`src/rtl/button_debounce_pair_if.sv`:
```
// Signal bundle between the board buttons and the debouncer.
// master: the side that drives raw levels and consumes the clean outputs.
// slave:  the debouncer itself.
interface button_debounce_pair_if;
  logic [1:0] btn_in;
  logic [1:0] sw_out;
  logic [1:0] rise;
  logic [1:0] fall;

  modport master (
    output btn_in,
    input  sw_out,
    input  rise,
    input  fall
  );

  modport slave (
    input  btn_in,
    output sw_out,
    output rise,
    output fall
  );
endinterface

```
`src/rtl/button_debounce_pair.sv`:
```
// Two-channel button synchroniser and debouncer.
// Each channel is synchronised, then has to stay stable for CNT_MAX edges before its
// clean level changes. One-cycle rise/fall pulses accompany each accepted change.
// sw_out[0] feeds gate input a, sw_out[1] feeds gate input b.
module button_debounce_pair #(
  parameter int unsigned CNT_MAX     = 250000,
  parameter int unsigned SYNC_STAGES = 2
) (
  input logic                   clk,
  input logic                   rst,
  button_debounce_pair_if.slave bus
);

  localparam int unsigned CNT_W = $clog2(CNT_MAX + 1);
  localparam logic [CNT_W-1:0] CNT_LAST = CNT_W'(CNT_MAX - 1);

  typedef enum logic [1:0] {StLo, StWaitHi, StHi, StWaitLo} state_e;

  for (genvar i = 0; i < 2; i++) begin : g_chan
    logic [SYNC_STAGES-1:0] sync;
    logic                   s;
    state_e                 state;
    logic [CNT_W-1:0]       cnt;
    logic                   sw;
    logic                   rise;
    logic                   fall;

    assign s = sync[SYNC_STAGES-1];

    // Shift the raw level through the synchroniser chain.
    always_ff @(posedge clk or posedge rst) begin
      if (rst) begin
        sync <= '0;
      end else begin
        sync <= {sync[SYNC_STAGES-2:0], bus.btn_in[i]};
      end
    end

    // Debounce FSM with registered level and edge pulses.
    always_ff @(posedge clk or posedge rst) begin
      if (rst) begin
        state <= StLo;
        cnt   <= '0;
        sw    <= 1'b0;
        rise  <= 1'b0;
        fall  <= 1'b0;
      end else begin
        rise <= 1'b0;
        fall <= 1'b0;
        case (state)
          StLo: begin
            if (s) begin
              state <= StWaitHi;
              cnt   <= '0;
            end
          end
          StWaitHi: begin
            // A return to the old level before the count completes is a glitch.
            if (!s) begin
              state <= StLo;
            end else if (cnt == CNT_LAST) begin
              state <= StHi;
              sw    <= 1'b1;
              rise  <= 1'b1;
            end else begin
              cnt <= cnt + 1'b1;
            end
          end
          StHi: begin
            if (!s) begin
              state <= StWaitLo;
              cnt   <= '0;
            end
          end
          StWaitLo: begin
            if (s) begin
              state <= StHi;
            end else if (cnt == CNT_LAST) begin
              state <= StLo;
              sw    <= 1'b0;
              fall  <= 1'b1;
            end else begin
              cnt <= cnt + 1'b1;
            end
          end
          default: begin
            state <= StLo;
          end
        endcase
      end
    end

    assign bus.sw_out[i] = sw;
    assign bus.rise[i]   = rise;
    assign bus.fall[i]   = fall;
  end

endmodule

```
`src/flat_wrapper.sv`:
```
// flat-port wrapper written by rule: the top's interface ports become plain ports
module button_debounce_pair_flat 
#(
  parameter int unsigned CNT_MAX     = 250000,
  parameter int unsigned SYNC_STAGES = 2
)
  (clk, rst, bus_btn_in, bus_sw_out, bus_rise, bus_fall);
  button_debounce_pair_if bus_i ();
  input logic clk;
  input logic rst;
  input wire logic [$bits(bus_i.btn_in)-1:0] bus_btn_in;
  output wire logic [$bits(bus_i.sw_out)-1:0] bus_sw_out;
  output wire logic [$bits(bus_i.rise)-1:0] bus_rise;
  output wire logic [$bits(bus_i.fall)-1:0] bus_fall;
  assign bus_i.btn_in = bus_btn_in;
  assign bus_sw_out = bus_i.sw_out;
  assign bus_rise = bus_i.rise;
  assign bus_fall = bus_i.fall;
  button_debounce_pair #(.CNT_MAX(CNT_MAX), .SYNC_STAGES(SYNC_STAGES)) u_core (.clk(clk), .rst(rst), .bus(bus_i));
endmodule
```
`config.mk`:
```
export PLATFORM = sky130hd
export DESIGN_NAME = button_debounce_pair_flat
export DESIGN_NICKNAME = d
export VERILOG_FILES = /design/src/rtl/button_debounce_pair_if.sv /design/src/rtl/button_debounce_pair.sv /design/src/flat_wrapper.sv
export SDC_FILE = /design/constraint.sdc
export NUM_CORES = 1
export LEC_CHECK = 0
export CAP_MARGIN = 20
export CELL_PAD_IN_SITES_DETAIL_PLACEMENT = 1
export CELL_PAD_IN_SITES_GLOBAL_PLACEMENT = 1
export CORE_MARGIN = 2
export CORE_UTILIZATION = 43
export DETAILED_ROUTE_END_ITERATION = 12
export GPL_ROUTABILITY_DRIVEN = 0
export PLACE_DENSITY_LB_ADDON = 0.2
export RECOVER_POWER = 100
export SYNTH_ARGS = -nofsm -noshare
export SYNTH_HDL_FRONTEND = slang
export SYNTH_SLANG_ARGS = --single-unit
```
`constraint.sdc`:
```
create_clock -name clk -period 1.9 [get_ports clk]
set_clock_uncertainty 0.2 [all_clocks]
set_input_delay 0.19 -clock clk [delete_from_list [all_inputs] [get_ports clk]]
set_output_delay 0.19 -clock clk [all_outputs]
set_load 0.005 [all_outputs]
```
==> results of run 1 <==
[registers in the layout (all words and copies together) (netlist names), named ones only]
register             flops
u_core.g_chan.cnt       36
u_core.g_chan.sw         2
u_core.g_chan.sync       4
u_core.g_chan.rise       2
u_core.g_chan.state      2
u_core.g_chan.fall       2
[worst paths after layout]
path / startpoint / end / slack (ns) / cells after the start
max: u_core.g_chan[1].cnt[8] / u_core.g_chan[1].cnt[0] / 0.00009 / 4
min: u_core.g_chan[0].sync[0] / u_core.g_chan[0].sync[1] / 0.17 / 0
max reg2reg: u_core.g_chan[1].cnt[8] / u_core.g_chan[1].cnt[0] / 0.00009 / 4
min reg2reg: u_core.g_chan[0].sync[0] / u_core.g_chan[0].sync[1] / 0.17 / 0
max in group asynchronous: rst / u_core.g_chan[1].cnt[8] / 0.11 / 4
min in group asynchronous: rst / u_core.g_chan[1].sync[1] / 0.67 / 3
[layout by cell type (no fill, tap or decap), types with 4 or more instances in the layout]
cell,n
a21oi_1,10
and3_1,8
and4_1,5
buf_4,55
clkbuf_1,4
clkbuf_8,5
dfrtp_1,42
dfrtp_2,8
dlygate4sd3_1,9
inv_1,11
mux2i_1,4
nand2_1,24
nand3_1,15
nand4_1,16
nor2_1,16
nor3_1,10
o21ai_0,13
o221ai_1,4
o31ai_1,5
o41ai_1,4
or4_1,6
xnor2_1,4
xor2_1,4
[per-stage QoR]
step | power (mW) | TNS (ns) | area [um^2]
final | 1.94 | 0 | 3500
after floorplan | 1.22 | 0 | 2700
after global placement | 1.32 | -0.149 | 3230
after detailed placement | 1.33 | -0.372 | 3230
after global routing | 2.02 | -0.440 | 3500
after CTS | 1.95 | 0 | 3370
[area by class of cell]
cell class | instances | area share, %
clock buffer | 7 | 2.18
inverter | 12 | 1.29
multi-input combinational | 207 | 42.3
sequential | 50 | 36.0
tap | 75 | 2.68
timing repair buffer | 69 | 15.6
[critical path: cells and delay by family (launching register included)]
| kind | cells | cell delay (ns) |
|---|---|---|
| compound gates | 1 | 0.23 |
| flops | 1 | 0.46 |
| mux | 1 | 0.36 |
| simple gates | 2 | 0.55 |
[metal layers]
layer | vias to the layer above | global-route usage (%) | part of all wire, %
met1 | 1282 | 28.4 | 40
met2 | 66 | 45.2 | 54
met3 | 23 | 3.28 | 3.2
met5 | - | 0 | 0
li1 | 1188 | - | -
met4 | 0 | 11.3 | 3.3
[cells by family (layout without fill, tap and decap cells)]
logic type / count (synthesis) / after routing
XOR/XNOR: 10 / 10
AO/OA/AOI/OAI: 61 / 61
AND/OR/NAND/NOR: 128 / 128
multiplexers: 6 / 6
adder cells (fa/ha/maj): 2 / 2
buffers and inverters: 28 / 88
flip-flops: 50 / 50
[report_power, final]
group | switching, mW | total [mW] | internal [mW]
logic | 0.118 | 0.210 | 0.0924
clock network | 0.359 | 0.614 | 0.255
registers | 0.0316 | 1.12 | 1.09
total | 0.509 | 1.94 | 1.43
[timing repair]
action	CTS	global route
buffers inserted	2	3
endpoints found under the setup margin	12	23
hold endpoints to repair	14	0
hold buffers	1	0
resized for setup	11	33
pin swaps	1	7
[synthesized netlist by cell type (all sizes together), types with 3 or more instances]
library cell and n:
buf 8, nand2 25, and4 6, o221ai 4, nor4 3, inv 11
o21ai 16, nor2 16, nand4 16, or4 6, dfrtp 50, o41ai 4
clkbuf 8, o31ai 5, nand3 18, xor2 5, or3 3, a21oi 11
xnor2 5, mux2i 4, and3 9, nor3 13, nor4b 5
==> flow_metrics.env, run 1 <==
export IMPL_netlist_area_leader_share_pct=46.3
export IMPL_core_area_um2=5990
export IMPL_slowest_delay_ns=0.46
export IMPL_die_h_um=83.3
export IMPL_finalHoldViolations=0
export IMPL_p_per_area_nw_per_um2=554
export IMPL_syn_cell_area_um2=2700
export IMPL_dpl_hpwl_um=5930
export IMPL_synth_edff_count=0
export IMPL_instances_no_fill=420
export IMPL_seq_area_um2=1260
export IMPL_synth_nets=291
export IMPL_grt_overflow_total=0
export IMPL_grt_max_degree=37
export IMPL_synth_xor_area_share_pct=4.08
export IMPL_io_pin_count=10
export IMPL_cp_start_kind="flop"
export IMPL_whs_ns=0.166
export IMPL_netlist_top_cells_area="dfrtp_1 (46%), nand4_1 (3.7%), nand2_1 (3.5%), nand3_1 (3.3%), o21ai_0 (3.0%)"
export IMPL_seq_area_frac_synth_pct=46.3
export IMPL_final_setup_viol_count=0
export IMPL_synth_compound_area_share_pct=15.3
export IMPL_grt_pass1_vias=2773
export IMPL_areaGrowthSynthToFinish_pct=29.7
export IMPL_dp_slack_ns=-0.122
export IMPL_vias=2559
export IMPL_ctsLongestPathBuffers=2
export IMPL_grt_pass1_wl_um=13800
export IMPL_drt_pass1_iterations=4
export IMPL_cp_arrival_ns=1.90
export IMPL_multi_input_area_um2=1480
export IMPL_cts_tree="done"
export IMPL_ys_flop_type="dfrtp_1"
export IMPL_ir_drop_v=0.000338
export IMPL_port_buffers=9
export IMPL_dp_cells=407
export IMPL_fin_crit_ns=1.90
export IMPL_wl_per_cell_um=19.9
export IMPL_fill_cells=680
export IMPL_clock_latency_ns=0.31
export IMPL_worstPathRequired_ns=1.90
export IMPL_synth_top_family_by_area="simple AND/OR/NAND/NOR gates"
export IMPL_p_leak_nw=1.52
export IMPL_post_route_util_pct=58.5
export IMPL_drt_iter0_drc=108
export IMPL_outcome="finished clean"
export IMPL_rows=28
export IMPL_synth_area_per_cell_um2=9.48
export IMPL_cts_made_buffers=5
export IMPL_worst_slew_pin_slew_ns=0.702
export IMPL_rsz0062_at_grt="yes"
export IMPL_grt_use_total_pct=24.7
export IMPL_ys_seq_elements=50
export IMPL_h_tree_depth=2
export IMPL_path_clk_slew_ns=0.09
export IMPL_max_freq_ghz=0.526
export IMPL_fin_crit_sh_pct=100
export IMPL_antenna_left=0
export IMPL_start_util_pct=45.1
export IMPL_endpoint_kind="flop"
export IMPL_diodes=0
export IMPL_drcViolationCount=0
export IMPL_nets=351
export IMPL_drv_slew=0
export IMPL_drv_cap=0
export IMPL_clock_sinks=50
export IMPL_cp_cell_sequence="nor4b_2 -> nand4_1 -> o21ai_2 -> mux2_2"
export IMPL_setup_ws_ns=0.0000908
export IMPL_hold_class="flop to flop"
export IMPL_routed_wirelength_um=8380
export IMPL_drive_gt1_share_pct=29.0
export IMPL_die_area_um2=6930
export IMPL_fp_dieW_um=83.3
export IMPL_synthAdderAreaFrac_pct=0.926
export IMPL_synthMuxAreaShare_pct=2.32
export IMPL_relSlewSlack_pct=53.2
export IMPL_synth_distinct_cells=49
export IMPL_worst_path_max_delay_cell="dfrtp_2"
export IMPL_yosys_warnings=0
export IMPL_yosys_area_share_simple_pct=26.2
export IMPL_crit_type="flop to flop"
export IMPL_syn_inst=285
export IMPL_antenna_found_initial=0
export IMPL_cts_root_buffer_cell="clkbuf_8"
export IMPL_yosysTopAreaCell="dfrtp_1"
export IMPL_critPathMaxFanout=5
export IMPL_synth_async_sr_flop_share_pct=100
export IMPL_vias_per_cell=6.09
(Power assumes the default switching activity.)
==> run 2, diff against run 1 <==
CORE_UTILIZATION = 47   (was 43)
GPL_TIMING_DRIVEN = 0   (was not set)
clock period = 2.1 ns   (was 1.9 ns; I/O delays follow)
==> flow_metrics.env, run 2 (synthesis results as in run 1) <==
export IMPL_outcome="finished clean"
export IMPL_grt_busiest_layer="met2"
export IMPL_path_buf_inv=0
export IMPL_grt_pass1_wl_um=12000
export IMPL_antenna_left=0
export IMPL_h_tree_depth=2
export IMPL_clock_latency_ns=0.30
export IMPL_setup_tns_ns=0
export IMPL_top_register="u_core.g_chan.cnt"
export IMPL_worst_path_max_delay_cell="dfrtp_1"
export IMPL_areaGrowthSynthToFinish_pct=14.8
export IMPL_fp_dieW_um=79.8
export IMPL_crit_type="flop to flop"
export IMPL_cp_depth=4
export IMPL_drv_slew=0
export IMPL_slowest_delay_ns=0.46
export IMPL_grt_pass1_vias=2467
export IMPL_io_pin_count=10
export IMPL_grt_use_met2_pct=42.9
export IMPL_fin_crit_sh_pct=97.0
export IMPL_reg2reg_depth=4
export IMPL_die_area_um2=6370
export IMPL_use_met3_pct=3.62
export IMPL_cp_start_kind="flop"
export IMPL_grt_max_degree=41
export IMPL_finalHoldViolations=0
export IMPL_drt_iter0_drc=124
export IMPL_core_area_um2=5540
export IMPL_clock_sinks=50
export IMPL_max_freq_ghz=0.491
export IMPL_rsz0062_at_grt="no"
export IMPL_nets=310
export IMPL_worstReg2RegStart="u_core.g_chan[1].cnt[8]"
export IMPL_final_cell_mix="dfrtp_1 (50), nand2_1 (25), nand3_1 (17)"
export IMPL_p_leak_nw=1.29
export IMPL_top_regs="u_core.g_chan.cnt (36), u_core.g_chan.sync (4)"
export IMPL_drv_cap=0
export IMPL_die_h_um=79.8
export IMPL_cts_tree="done"
export IMPL_dpl_hpwl_um=4840
export IMPL_r2r_slack_ns=0.06
export IMPL_relSlewSlack_pct=51.1
export IMPL_timing_rr_end="u_core.g_chan[1].cnt[0]"
export IMPL_port_buffers=9
export IMPL_routed_wirelength_um=6840
export IMPL_ir_drop_v=0.000367
export IMPL_grt_use_total_pct=23.8
export IMPL_worstPathRequired_ns=2.09
export IMPL_grt_util_met1_pct=28.6
export IMPL_fill_cells=630
export IMPL_endpoint_kind="flop"
export IMPL_cts_made_buffers=5
export IMPL_startpoint="u_core.g_chan[1].cnt[8]"
export IMPL_vias=2364
export IMPL_p_per_area_nw_per_um2=584
export IMPL_cts_root_buffer_cell="clkbuf_8"
export IMPL_wl_per_cell_um=18.1
export IMPL_final_setup_viol_count=0
export IMPL_mostFrequentLayoutCell="dfrtp_1"
export IMPL_largest_reg_flops=36
export IMPL_fin_crit_ns=2.04
export IMPL_post_route_util_pct=56.0
export IMPL_worst_slew_pin_slew_ns=0.731
export IMPL_vias_per_cell=6.27
export IMPL_dpl_cell_area_um2=2900
export IMPL_diodes=0
export IMPL_path_clk_slew_ns=0.09
export IMPL_antenna_found_initial=0
export IMPL_fin_area_um2=3100
export IMPL_hold_class="flop to flop"
export IMPL_ctsLongestPathBuffers=2
export IMPL_rows=27
export IMPL_cp_cell_sequence="nor4b_1 -> nand4_1 -> o21ai_2 -> mux2_2"
export IMPL_drive_gt1_share_pct=11.8
export IMPL_multi_input_area_um2=1390
export IMPL_critPathMaxFanout=6
export IMPL_grt_overflow_total=0
export IMPL_cp_arrival_ns=2.03
export IMPL_drcViolationCount=0
export IMPL_start_util_pct=48.8
export IMPL_seq_area_um2=1250
export IMPL_worstSetupEndpoint="u_core.g_chan[1].cnt[0]"
export IMPL_critical_path_top_delay_family="simple AND/OR/NAND/NOR gates"
export IMPL_drt_pass1_iterations=4
-- run 2: changes by cell type in the layout (fill, tap and decap cells not counted), moves of 3 or more --
cell / change
buf_4: -47
clkbuf_1: +3
clkbuf_2: +4
dfrtp_1: +8
dfrtp_2: -8
nor4b_1: +3
-- run 2: layout make-up --
class,instances,share of cell area [%]
buffer,14,2.54
clock buffer,7,2.46
clock inverter,1,0.968
inverter,12,1.45
multi-input combinational,207,44.8
sequential,50,40.3
tap,72,2.90
timing repair buffer,14,4.52
-- run 2: metal layers --
metal	up-vias	wire length [um]
met5	-	0
met3	13	143
met1	1201	2950
li1	1117	-
met2	33	3600
met4	0	147
-- run 2: repair_timing --
item,4_1_cts,5_1_grt
pin swaps,0,3
hold endpoints to repair,10,0
buffers inserted,0,3
hold buffers,1,0
resized for setup,5,15
endpoints found under the setup margin,13,22
-- run 2: power breakdown --
part	switching, mW	leakage, nW	total, mW	internal [mW]
Clock	0.314	0.0524	0.671	0.357
Combinational	0.0802	0.560	0.124	0.0437
Sequential	0.0321	0.680	1.02	0.984
-- run 2: through the flow --
| step | hold WS (ns) | power (mW) | setup slack [ns] | std cells |
|---|---|---|---|---|
| 2_1_floorplan | 0.0414 | 1.10 | 0.224 | 285 |
| 3_3_place_gp | 0.133 | 1.14 | -0.506 | 366 |
| 3_5_place_dp | 0.136 | 1.15 | -0.173 | 367 |
| 4_1_cts | 0.134 | 1.84 | 0.00588 | 376 |
| 5_1_grt | 0.172 | 1.90 | 0.00204 | 377 |
| 6_report | 0.157 | 1.81 | 0.0629 | 377 |
-- run 2: how the worst min path moves through the flow --
stage / start / slack [ns] / depth (start not counted) / end
final: u_core.g_chan[1].sync[0] / 0.16 / 0 / u_core.g_chan[1].sync[1]
after global routing: u_core.g_chan[0].sync[0] / 0.17 / 0 / u_core.g_chan[0].sync[1]
after CTS: bus_btn_in[1] / 0.13 / 1 / u_core.g_chan[1].sync[0]
after floorplan: bus_btn_in[0] / 0.04 / 0 / u_core.g_chan[0].sync[0]
after global placement: u_core.g_chan[1].sync[0] / 0.13 / 0 / u_core.g_chan[1].sync[1]
after detailed placement: u_core.g_chan[1].sync[0] / 0.14 / 0 / u_core.g_chan[1].sync[1]
